**src/rtl/output_deskew_pkg.sv**
```systemverilog
// output_deskew_pkg: default geometry shared by the deskew top and its column FIFOs
package output_deskew_pkg;
  localparam int OUT_DATA_WIDTH = 32;
  localparam int COL = 8;
  localparam int DEPTH = 8;
  localparam int PTR_SIZE = $clog2(DEPTH);
  localparam int CNT_WIDTH = 16;
endpackage

```
**src/rtl/output_deskew_fifo.sv**
```systemverilog
// deskew_fifo: first-word-fall-through column FIFO with occupancy count
module deskew_fifo
  import output_deskew_pkg::*;
#(
  parameter int W = OUT_DATA_WIDTH,
  parameter int N = DEPTH,
  parameter int PW = PTR_SIZE
) (
  input  logic         clk,
  input  logic         rst,
  input  logic         clr,
  input  logic         wen,
  input  logic         ren,
  input  logic [W-1:0] din,
  output logic [W-1:0] dout,
  output logic         empty,
  output logic         full,
  output logic [PW:0]  count
);
  logic [W-1:0] mem [N];
  logic [PW-1:0] wr_ptr, rd_ptr;
  always_ff @(posedge clk)
    if (wen) mem[wr_ptr] <= din;
  always_ff @(posedge clk) begin
    if (rst || clr) begin
      wr_ptr <= '0;
      rd_ptr <= '0;
      count <= '0;
    end else begin
      wr_ptr <= wr_ptr + PW'(wen);
      rd_ptr <= rd_ptr + PW'(ren);
      count <= count + (PW+1)'(wen) - (PW+1)'(ren);
    end
  end
  assign dout = mem[rd_ptr];
  assign empty = count == '0;
  assign full = count == (PW+1)'(N);
endmodule

```
**src/rtl/output_deskew.sv**
```systemverilog
// output_deskew: realigns the skewed array result wavefront into whole rows behind a valid/ready register
module output_deskew #(
  parameter int OUT_DATA_WIDTH = output_deskew_pkg::OUT_DATA_WIDTH,
  parameter int COL = output_deskew_pkg::COL,
  parameter int DEPTH = output_deskew_pkg::DEPTH,
  parameter int PTR_SIZE = $clog2(DEPTH),
  parameter int CNT_WIDTH = output_deskew_pkg::CNT_WIDTH
) (
  input  logic                          clk,
  input  logic                          rst,
  input  logic                          en,
  input  logic                          flush,
  input  logic [COL-1:0]                in_valid,
  input  logic [OUT_DATA_WIDTH*COL-1:0] in_data,
  input  logic                          out_ready,
  output logic                          out_valid,
  output logic [OUT_DATA_WIDTH*COL-1:0] out_data,
  output logic                          isempty,
  output logic                          isfull,
  output logic                          overflow,
  output logic [CNT_WIDTH-1:0]          row_cnt
);
  logic [COL-1:0] empty, full, wen, drop;
  logic [OUT_DATA_WIDTH*COL-1:0] heads;
  logic [PTR_SIZE:0] cnt [COL];
  logic pop, any_word;
  assign pop = ~|empty && (!out_valid || out_ready);
  genvar i;
  generate
    for (i = 0; i < COL; i++) begin : g_col
      // a full column still takes a word when the same cycle pops its head
      assign wen[i] = en && in_valid[i] && (!full[i] || pop);
      assign drop[i] = en && in_valid[i] && full[i] && !pop;
      deskew_fifo #(.W(OUT_DATA_WIDTH), .N(DEPTH), .PW(PTR_SIZE)) u_fifo (
        .clk   (clk),
        .rst   (rst),
        .clr   (flush),
        .wen   (wen[i]),
        .ren   (pop),
        .din   (in_data[OUT_DATA_WIDTH*i +: OUT_DATA_WIDTH]),
        .dout  (heads[OUT_DATA_WIDTH*i +: OUT_DATA_WIDTH]),
        .empty (empty[i]),
        .full  (full[i]),
        .count (cnt[i])
      );
    end
  endgenerate
  always_comb begin
    any_word = 1'b0;
    for (int k = 0; k < COL; k++) any_word = any_word | (|cnt[k]);
  end
  assign isempty = !any_word && !out_valid;
  assign isfull = |full;
  always_ff @(posedge clk) begin
    if (rst || flush) begin
      out_valid <= 1'b0;
      out_data <= '0;
    end else if (pop) begin
      out_valid <= 1'b1;
      out_data <= heads;
    end else if (out_ready) begin
      out_valid <= 1'b0;
    end
  end
  always_ff @(posedge clk) begin
    if (rst) begin
      overflow <= 1'b0;
      row_cnt <= '0;
    end else begin
      overflow <= overflow | (|drop);
      row_cnt <= row_cnt + CNT_WIDTH'(out_valid && out_ready && !flush);
    end
  end
endmodule
```
**config.mk**
```make
export PLATFORM = sky130hd
export DESIGN_NAME = output_deskew
export DESIGN_NICKNAME = d
export VERILOG_FILES = /design/src/rtl/output_deskew_pkg.sv /design/src/rtl/output_deskew_fifo.sv /design/src/rtl/output_deskew.sv
export SDC_FILE = /design/constraint.sdc
export NUM_CORES = 2
export LEC_CHECK = 0
export ABC_AREA = 1
export BUFFER_PORTS_ARGS = -buffer_cell sky130_fd_sc_hd__buf_4
export CORE_MARGIN = 2
export CORE_UTILIZATION = 38
export DETAILED_ROUTE_END_ITERATION = 8
export SLEW_MARGIN = 20
export SYNTH_ARGS = -nofsm -noshare
export SYNTH_HDL_FRONTEND = slang
export SYNTH_SLANG_ARGS = --single-unit
```
**constraint.sdc**
```tcl
create_clock -name clk -period 2.93 [get_ports clk]
set_input_delay 0.4395 -clock clk [delete_from_list [all_inputs] [get_ports clk]]
set_output_delay 0.4395 -clock clk [all_outputs]
set_load 0.02 [all_outputs]
```
==> metrics.yaml <==
route:
  drt_iter0_drc: 5276
  wl_per_cell_um: 18.7
  post_drt_via_cell_ratio: 4.83
  vias: 65640
  met2_length_um: 124000
  met3_length_um: 15000
  remaining_drc_errors: 0
  dr.max_layer_used: "met5"
  routed_wl_um: 253000
  drt-met1-wl_um: 109000
  firstDrtPassIters: 6
  final_antenna_net_count: 0
sta:
  holdWs_ps: 287
  max_freq_ghz: 0.364
  worst_pin_slew_ps: 950
  finalCritPeriodShare_pct: 93.8
  skew_ps: 97.7
  slew_viol_final: 0
  fin_ws_ps: 182
  finalHoldViolCount: 0
  slew-limit-headroom_pct: 36.6
  period_minus_slack_ps: 2750
  setup_viol: 0
global_routing:
  grt.total_usage_pct: 19.1
  grt.overflow.total: 0
  antenna_found_initial: 40
  grt_pass1_wl_um: 384000
  grt_max_degree: 163
  first_global_vias: 64005
floorplan:
  die_y_um: 510
  ios: 545
  floorplan.initialDensity_pct: 38.2
  die_x_um: 510
  rows: 185
  coreArea_um2: 254000
  dieArea_um2: 260000
synth:
  synth_top_family_by_area: "simple AND/OR/NAND/NOR gates"
  synth.most_common_cell: "nor2_1"
  ys_warn_count: 0
  ys_seq_elements: 2402
  synth.cell_area_um2: 97200
  synth_fa_ha_area_share_pct: 1.22
  synth_flop_cell: "edfxtp_1"
  synthTopCellsByCount: "nor2_1 (2734), edfxtp_1 (2048), nand2_1 (1882)"
  yosysTopAreaCellShare_pct: 63.3
  synth-compound-area-share_pct: 5.50
  synth_async_sr_flop_share_pct: 0
  muxShareOfSynthArea_pct: 0
  synth_cell_types: 27
  yosysTopAreaCell: "edfxtp_1"
  synth_edf_count: 2048
  avgSynthCellArea_um2: 10.5
  ys_seq_area_share_pct: 70.6
  synthSimpleGateAreaFrac_pct: 18.3
  netlist_instances: 9222
  synth_fp_nets: 9581
  synth_area_leaders: "edfxtp_1 (63%), nor2_1 (11%), dfxtp_1 (7.3%)"
  synth_xor_area_share_pct: 0.225
place:
  hpwlAfterDp_um: 142000
  placed_cells: 12817
  dp_slack_ps: -60.4
  place.gp.congestion: 0.787
  placed_cell_area_um2: 106000
  numPortBuffers: 544
power:
  ir_drop_v: 0.000511
  p_per_area_nw_per_um2: 618
  p_leak_nw: 45.6
clocking:
  clockRootBuffer: "clkbuf_16"
  cts_tree: "built"
  cts.path.max_buffers: 4
  clk_pin_slew_ps: 70
  htreeDepth: 5
  clock-sinks: 2402
  cts_made_buffers: 278
  clock_latency_ps: 940
setup_path:
  critPathMaxFanout: 14
  arrival_ps: 3480
  crit_path_start_kind: "flip-flop"
  criticalPathCategory: "reg -> reg"
  required_ps: 3660
  crit_path_end_kind: "flip-flop"
status:
  status: "completed"
finish:
  syn_to_final_growth_pct: 21.0
  fin_nets: 10352
  final_area_um2: 118000
  instances_no_fill: 13580
  drive_above_1_share_pct: 11.9
hold_path:
  hold_class: "in -> reg"
run:
  drv_cap: 0
-- worst max-delay path: stages, from the launching register on --
cell	delay (ps)
dfxtp_1	320
inv_1	70
ha_1	210
nand2_1	110
nand2_1	60
nor2_1	180
nand3_4	250
inv_6	240
ha_1	260
inv_1	60
ha_1	170
inv_1	60
fa_1	410
xor2_1	180
nor2_1	50
-- per-stage QoR --
step / setup TNS (ps) / utilization, % / power (W)
after floorplan: -308080 / - / 0.0386
after detailed placement: -227 / 41.8 / 0.0396
final: 0 / 46.3 / 0.0727
after CTS: 0 / 46.2 / 0.0735
after global routing: -0.378 / 46.3 / 0.0751
after global placement: -221 / 41.8 / 0.0396
-- cell usage in the layout, fill, tap and decap left out, types with 39 or more instances in the layout --
cell,synthesis,routed
nor2_1,2734,2668
edfxtp_1,2048,2048
nand2_1,1882,1882
o21ai_0,1018,1018
buf_4,17,618
inv_1,425,424
dfxtp_1,354,338
clkbuf_16,0,281
dlygate4sd3_1,0,259
buf_12,0,102
ha_1,82,82
nand3_1,72,71
nor2_4,0,65
clkbuf_1,214,64
clkinv_1,0,39
-- timing repair --
item,in CTS,in global routing
endpoints found under the hold margin,2066,0
resized for setup,1,2
endpoints found under the setup margin,7,8
hold buffers,259,0
setup buffers,0,3
pin swaps,0,1
-- report_power, final --
| part | switching [W] | total [W] | internal [W] |
|---|---|---|---|
| registers | 0.0000574 | 0.0373 | 0.0373 |
| logic | 0.00115 | 0.00188 | 0.000733 |
| clock network | 0.0134 | 0.0335 | 0.0200 |
| total | 0.0147 | 0.0727 | 0.0580 |
-- per-layer routing --
| layer | global-route usage, % | vias up |
|---|---|---|
| li1 | - | 31957 |
| met1 | 25.1 | 31519 |
| met2 | 32.5 | 1744 |
| met3 | 3.47 | 400 |
| met4 | 4.93 | 20 |
| met5 | 0 | - |
-- state kept, by name, summed over array words and instances, names as in the netlist --
register and count:
g_col.u_fifo.count 32, g_col.u_fifo.mem 2048, g_col.u_fifo.rd_ptr 24, g_col.u_fifo.wr_ptr 24, out_data 256, out_valid 1
overflow 1, row_cnt 16
-- worst paths after layout --
kind / cells after the start / slack [ps] / to / from
worst max-delay path: 14 / 180 / g_col[7].u_fifo.count[2] / g_col[5].u_fifo.count[2]
worst min-delay path: 2 / 290 / g_col[0].u_fifo.mem[5][20] / in_data[20]
worst max register to register: 14 / 180 / g_col[7].u_fifo.count[2] / g_col[5].u_fifo.count[2]
worst min register to register: 2 / 480 / overflow / overflow
-- logic make-up after synthesis --
| kind of cell | Yosys count |
|---|---|
| simple gates | 4707 |
| flops | 2402 |
| compound gates | 1067 |
| buf+inv | 931 |
| fa+ha+maj | 90 |
| xor+xnor | 25 |
-- area by class of cell --
class                      count  area [um2]
sequential                  2402       68600
inverter                     443        1670
clock buffer                 357        7440
timing repair buffer         979        9270
antenna                       18        45.0
tap                         3366        4210
fill                       22957      137000
multi-input combinational   5889       25100
clock inverter               126        1290
Power figures use the tool's default switching activity.
